`src/rtl/menu_ctrl.sv`:
```
// menu_ctrl: frame-synchronous PONG menu controller.
//   Conditions four raw push-buttons (2-FF sync, debounce, rising-edge press
//   event), moves a cursor over four menu boxes, publishes the highlighted
//   box once per frame at the vblnk_in rising edge, and sequences
//   MENU -> START -> GAME -> PAUSE -> MENU.
// Ports:
//   pclk, rst           pixel clock, synchronous active-high reset
//   btn_up/down/sel/back raw asynchronous active-high buttons
//   vblnk_in            vertical blank from the timing chain
//   game_over           game-logic level, only looked at in GAME
//   hilite_idx          frame-stable highlighted box (0 = top)
//   sel_idx             mode latched when sel is pressed in MENU
//   game_start          one-cycle strobe, high exactly while state=START
//   menu_active, paused registered decodes of the state
//   state               MENU=0, START=1, GAME=2, PAUSE=3
// Build option: define MENU_WRAP_EN to make the cursor wrap at the ends;
//   otherwise it saturates at 0 and 3.
module menu_ctrl #(
  parameter int unsigned DEBOUNCE_CYCLES = 65000
) (
  input  logic       pclk,
  input  logic       rst,
  input  logic       btn_up,
  input  logic       btn_down,
  input  logic       btn_sel,
  input  logic       btn_back,
  input  logic       vblnk_in,
  input  logic       game_over,
  output logic [1:0] hilite_idx,
  output logic [1:0] sel_idx,
  output logic       game_start,
  output logic       menu_active,
  output logic       paused,
  output logic [1:0] state
);

  typedef enum logic [1:0] {
    MENU  = 2'd0,
    START = 2'd1,
    GAME  = 2'd2,
    PAUSE = 2'd3
  } state_t;

  localparam int unsigned    CW       = 20;
  localparam logic [CW-1:0]  CNT_LAST = CW'(DEBOUNCE_CYCLES - 1);
  localparam logic [CW-1:0]  CNT_ONE  = CW'(1);

  state_t      cur_state;
  state_t      nxt_state;

  // Button bit order: 0 = up, 1 = down, 2 = sel, 3 = back.
  logic [3:0]  raw;
  logic [3:0]  sync1;
  logic [3:0]  sync2;
  logic [3:0]  db;
  logic [3:0]  db_q;
  logic [3:0]  press;
  logic [CW-1:0] cnt [4];

  logic        ev_up;
  logic        ev_down;
  logic        ev_sel;
  logic        ev_back;

  logic [1:0]  cursor;
  logic [1:0]  cursor_nxt;
  logic        vblnk_q;
  logic        vblnk_rise;

  assign raw = {btn_back, btn_sel, btn_down, btn_up};

  // Synchroniser, debounce and press detection. The press pulse is
  // registered so outputs driven from it stay glitch-free.
  always_ff @(posedge pclk) begin
    if (rst) begin
      sync1 <= '0;
      sync2 <= '0;
      db    <= '0;
      db_q  <= '0;
      press <= '0;
      for (int unsigned i = 0; i < 4; i++) begin
        cnt[i] <= '0;
      end
    end else begin
      sync1 <= raw;
      sync2 <= sync1;
      db_q  <= db;
      press <= db & ~db_q;
      for (int unsigned i = 0; i < 4; i++) begin
        if (sync2[i] != db[i]) begin
          if (cnt[i] == CNT_LAST) begin
            db[i]  <= ~db[i];
            cnt[i] <= '0;
          end else begin
            cnt[i] <= cnt[i] + CNT_ONE;
          end
        end else begin
          cnt[i] <= '0;
        end
      end
    end
  end

  assign ev_up      = press[0];
  assign ev_down    = press[1];
  assign ev_sel     = press[2];
  assign ev_back    = press[3];
  assign vblnk_rise = vblnk_in & ~vblnk_q;

  // Cursor movement: MENU only, sel takes priority, up+down cancel.
  always_comb begin
    cursor_nxt = cursor;
    if (cur_state == MENU && !ev_sel) begin
      if (ev_up && !ev_down) begin
`ifdef MENU_WRAP_EN
        cursor_nxt = cursor - 2'd1;
`else
        if (cursor != 2'd0) cursor_nxt = cursor - 2'd1;
`endif
      end else if (ev_down && !ev_up) begin
`ifdef MENU_WRAP_EN
        cursor_nxt = cursor + 2'd1;
`else
        if (cursor != 2'd3) cursor_nxt = cursor + 2'd1;
`endif
      end
    end
  end

  always_comb begin
    nxt_state = cur_state;
    unique case (cur_state)
      MENU:  if (ev_sel) nxt_state = START;
      START: nxt_state = GAME;
      GAME: begin
        if (game_over)    nxt_state = MENU;
        else if (ev_back) nxt_state = PAUSE;
      end
      PAUSE: begin
        if (ev_back)     nxt_state = MENU;
        else if (ev_sel) nxt_state = GAME;
      end
      default: nxt_state = MENU;
    endcase
  end

  // Status outputs are decoded from the next state so they change on the
  // same edge as the state register.
  always_ff @(posedge pclk) begin
    if (rst) begin
      cur_state   <= MENU;
      cursor      <= '0;
      hilite_idx  <= '0;
      sel_idx     <= '0;
      game_start  <= 1'b0;
      menu_active <= 1'b1;
      paused      <= 1'b0;
      vblnk_q     <= 1'b0;
    end else begin
      cur_state   <= nxt_state;
      cursor      <= cursor_nxt;
      vblnk_q     <= vblnk_in;
      if (vblnk_rise) hilite_idx <= cursor;
      if (cur_state == MENU && ev_sel) sel_idx <= cursor;
      game_start  <= (nxt_state == START);
      menu_active <= (nxt_state == MENU);
      paused      <= (nxt_state == PAUSE);
    end
  end

  assign state = cur_state;

endmodule

```
`config.mk`:
```
export PLATFORM = sky130hd
export DESIGN_NAME = menu_ctrl
export DESIGN_NICKNAME = d
export VERILOG_FILES = /design/src/rtl/menu_ctrl.sv
export SDC_FILE = /design/constraint.sdc
export NUM_CORES = 1
export LEC_CHECK = 0
export CAP_MARGIN = 10
export CELL_PAD_IN_SITES_DETAIL_PLACEMENT = 0
export CELL_PAD_IN_SITES_GLOBAL_PLACEMENT = 2
export CORE_ASPECT_RATIO = 0.5
export CORE_MARGIN = 2
export CORE_UTILIZATION = 35
export DETAILED_ROUTE_END_ITERATION = 8
export GPL_ROUTABILITY_DRIVEN = 0
export PLACE_DENSITY_LB_ADDON = 0.1
export SLEW_MARGIN = 20
export SYNTH_ARGS = -nofsm -noshare
export SYNTH_HDL_FRONTEND = slang
export SYNTH_SLANG_ARGS = --single-unit
```
`constraint.sdc`:
```
create_clock -name pclk -period 5.4 [get_ports pclk]
set_clock_uncertainty 0.1 [all_clocks]
set_input_delay 0.81 -clock pclk [delete_from_list [all_inputs] [get_ports pclk]]
set_output_delay 0.81 -clock pclk [all_outputs]
set_load 0.005 [all_outputs]
```
---- Word level (Yosys, flattened, before mapping) ----
Memory sizes are Yosys's and may differ from the RTL's.
Index checks and enable logic that the tools add are counted.
word-level totals
  register bits after elaboration ......... 32
  bits in latches ......................... 0
  RAM bits ................................ 80
  bits in read-only memories .............. 0
  input port bits ......................... 8
  output and inout bits ................... 9
  memories ................................ 1
memories
  name  words  width  read ports  clocked after Yosys merged registers in  write ports  RTL line  RTL
  cnt   4      20     4           0                                        4            58        logic [CW-1:0] cnt [4];
cells by class
  $add $sub $neg .......................... 6
  multipliers ............................. 0
  divide/modulo/power cells ............... 0
  order comparisons ....................... 0
  eq/ne operators ......................... 15
  shift operators ......................... 0
  muxes and demuxes ....................... 68
  bitwise logic cells ..................... 20
  reduce and logical (&&, ||, !) cells .... 17
operator list
  kind                                                                     number
  20-bit 2-to-1 mux                                                        12
  20-bit by 1-bit adder with 20-bit output, second input constant          4
  20-bit by 16-bit equality test with 1-bit output, second input constant  4
  1-bit 2-to-1 mux                                                         46
  2-bit 2-to-1 mux                                                         9
  1-bit OR                                                                 12
  2-bit one-hot mux with 4 select lines                                    1
  2-bit AND reduction                                                      4
  2-bit equality test, second input constant                               3
  2-bit nonzero test                                                       3
  1-bit inverter                                                           5
  4-bit bitwise AND                                                        1
  2-bit by 1-bit equality test with 1-bit output, second input constant    2
  1-bit logical AND                                                        4
  2-bit logical NOT                                                        2
  1-bit != test                                                            4
  4-bit inverter                                                           1
  4-bit AND reduction                                                      1
  1-bit logical NOT                                                        3
  2-bit by 1-bit adder with 2-bit output, second input constant            1
  2-bit by 1-bit != test with 1-bit output, second input constant          1
  2-bit != test, second input constant                                     1
  2-bit by 1-bit subtractor with 2-bit output, second input constant       1
  1-bit bitwise AND                                                        1

---- Depth between registers and ports, before layout ----
  word-level depth ........................ 8
  depth in mapped cells ................... 6
  depth with buffers taken out ............ 6

---- Least setup slack after synthesis ----
No wires, ideal clock.
  kind .................................... register to register
  from .................................... mem cnt[3][0]
  to ...................................... mem cnt[3][10], data pin
  setup time .............................. 0.257 ns
  arrival ................................. 1.840 ns
  required time ........................... 5.043 ns
  path slack .............................. 3.203 ns
  cell stages (with the launch flop) ...... 7
  clock period less this slack ............ 2.197 ns
  path through ............................ edfxtp_1 ha_1 nand4_1 or3_1 o31ai_4 buf_2 nor2_1
RTL lines
  item             RTL line
  start, declared  58

==> out/qor.yml <==
grt:
  grt_max_degree: 33
  antenna_found_initial: 0
  grt_pass1_vias: 3652
  grt_overflow: 0
  grt_pass1_wl_microns: 17400
  grt_use_total_pct: 12.9
critical_path:
  r2r_cells: 5
  r2r_end: "cnt[3][4]"
  crit_path_max_fanout: 18
  crit_start: "cnt[3][0]"
  cpMaxStageDelayCell: "o31ai_4"
  worstSetupStartpointType: "flop"
  r2r-start: "cnt[3][0]"
  crit_required_ns: 5.36
  crit_path_end_kind: "flop"
  r2r_setup_slack_ns: 2.82
  cpPeakStageDelay_ns: 0.69
  crit_arrival_ns: 2.54
  crit_type: "flop to flop"
  path_cells: "ha_1 -> nand4_1 -> or3_1 -> o31ai_4 -> nor2_1"
detailed_routing:
  detail_route.wl_per_cell_microns: 12.1
  totalWireLength_microns: 10100
  drt_iter0_markers: 143
  drcViolationCount: 0
  ant_nets: 0
  firstDrtPassIters: 4
  viasPerCell: 4.60
  num_vias: 3811
logic_synthesis:
  yosys_warnings: 0
  synth_top_area_share_pct: 43.4
  ys_seq_area_share_pct: 54.9
  synth_largest_area_cell: "edfxtp_1"
  synth.area.top_cells: "edfxtp_1 43%, dfxtp_1 12%, xnor2_1 6.2%, nor2_1 6.0%, xor2_1 3.2%"
  async_flop_share_pct: 0
  synth_edf_count: 80
  ys.flop_type: "edfxtp_1"
  synth_cell_types: 42
  syn_area_per_cell_sq_um: 10.5
  syn_area_sq_um: 5540
  synth_seq_cells: 112
  syn_inst: 526
timing:
  period_minus_slack_ns: 2.58
  hold_ws_ns: 0.283
  timing.final.crit_share_pct: 47.8
  rsz0062_at_grt: "false"
  fmax_mhz: 388
  setup_ws_ns: 2.82
  tns_ns: 0
  timing.slew.headroom_pct: 40.8
  final_max_slew_viol_count: 0
  worst_pin_slew_ns: 0.888
  finalSetupViolCount: 0
  hold_viol_final: 0
power_and_ir_drop:
  power_density_nw_per_um2: 262
  irDropWorstVdd_uv: 135
  leakage_nw: 2.20
placed_design:
  numPortBuffers: 16
  dp_cells: 813
  dp_slack_ns: 2.80
  dp_hpwl_microns: 7080
clock_tree:
  path_clk_slew_ns: 0.07
  cts.sinks: 112
  cts_tree: "built"
  postCtsSetupRepairBufs: 0
  htree_levels: 3
  cts_hold_buf: 0
  root_buffer: "clkbuf_16"
  clock_path_buffers: 2
  clock_latency_ns: 0.35
  cts_resized: 0
  numCtsBuffers: 9
die:
  die_h_microns: 93.0
  die_area_sq_um: 16900
  coreArea_sq_um: 15500
  die_width_microns: 182
  start_util_pct: 35.9
  io_pins: 17
  rows: 32
layout:
  nets: 633
  syn2layout_area_growth_pct: 17.4
  final_cell_count_no_fill: 829
  layout-drive-gt1-share_pct: 4.80
  antenna_cells: 0
  fin_util_pct: 42.1
run_status:
  status: "finished, final reports clean"
min_path:
  holdPathEnd: "press[3]"
  hold_depth: 1
  hp-start: "db_q[3]"
  min_path_type: "flop to flop"
flow_run:
  drv_cap: 0
-- state kept, by name, summed over array words and instances, names as in the netlist --
register / count
hilite_idx: 2
sel_idx: 2
state: 2
menu_active: 1
cursor: 2
sync1: 4
db_q: 4
sync2: 4
db: 4
press: 4
game_start: 1
paused: 1
cnt: 80
vblnk_q: 1
-- logic make-up (layout without fill, tap and decap cells) --
| family | count (synthesis) | in the layout | synth area share [%] |
|---|---|---|---|
| adders and majority gates | 5 | 5 | 1.13 |
| buffers and inverters | 32 | 52 | 2.24 |
| DFF | 112 | 112 | 54.9 |
| muxes | 13 | 13 | 2.35 |
| and+or+nand+nor | 264 | 264 | 24.9 |
| other | 1 | 80 | 0.0677 |
| xor gates and xnor gates | 59 | 59 | 9.32 |
| AOI/OAI and AO/OA | 40 | 40 | 5.06 |
-- stage by stage --
stage	area (sq um)	total power, mW
floorplan	5840	1.04
global placement	6210	1.07
detailed placement	6210	1.07
CTS	6500	1.74
global route	6500	1.79
finish	6500	1.70
-- worst max-delay path, delay by kind of cell, from the launching register on --
kind                       cells  cell delay (ns)
adders and majority gates      1             0.25
DFF                            1             0.37
and+or+nand+nor                3             0.89
AOI/OAI and AO/OA              1             0.69
-- metal layers --
| layer | GRT usage, % | vias up | routed length (microns) |
|---|---|---|---|
| li1 | - | 2020 | - |
| met1 | 17.7 | 1767 | 5330 |
| met2 | 20.0 | 18 | 4410 |
| met3 | 4.09 | 6 | 247 |
| met4 | 3.23 | 0 | 70 |
| met5 | 0 | - | 0 |
-- final cells by class --
class | count | area [sq um]
fill | 1551 | 8950
inverter | 18 | 67.6
multi-input combinational | 461 | 2670
clock buffer | 11 | 253
tap | 204 | 255
clock inverter | 5 | 38.8
sequential | 112 | 3040
timing repair buffer | 18 | 175
-- report_power, final --
| part | switching, mW | internal, mW |
|---|---|---|
| Combinational | 0.0383 | 0.0295 |
| Clock | 0.316 | 0.342 |
| Sequential | 0.0312 | 0.948 |
-- how the worst max path moves through the flow --
stage	to	cells past startpoint
after floorplan	cnt[3][10]	6
after global placement	cnt[2][16]	5
after detailed placement	cnt[3][14]	5
after CTS	cnt[3][4]	5
after global routing	cnt[3][14]	5
final	cnt[3][4]	5
-- synth_stat cells (13+ instances only) --
cell,n
edfxtp_1,80
nor4_1,17
nor3_1,17
xnor2_1,39
nor2_1,88
nand4_1,22
a21oi_1,16
inv_1,18
xor2_1,20
mux2i_1,13
nand3_1,27
nand2_1,24
dfxtp_1,32
-- placed cells by master, fill, tap and decap left out, drive strengths merged, types with 6 or more instances in the layout --
master and count:
inv 20, or4 8, nor3 17, mux2i 13, nor3b 6, or3 8
o31ai 7, nand2 24, edfxtp 80, conb 80, xor2 20, clkbuf 11
xnor2 39, nor2b 11, a21oi 16, nand2b 9, and4 10, nor2 88
dfxtp 32, o21ai 9, and3 7, nand4 23, nand3 27, nor4 18
clkdlybuf4s50 16
(Power assumes the default switching activity.)
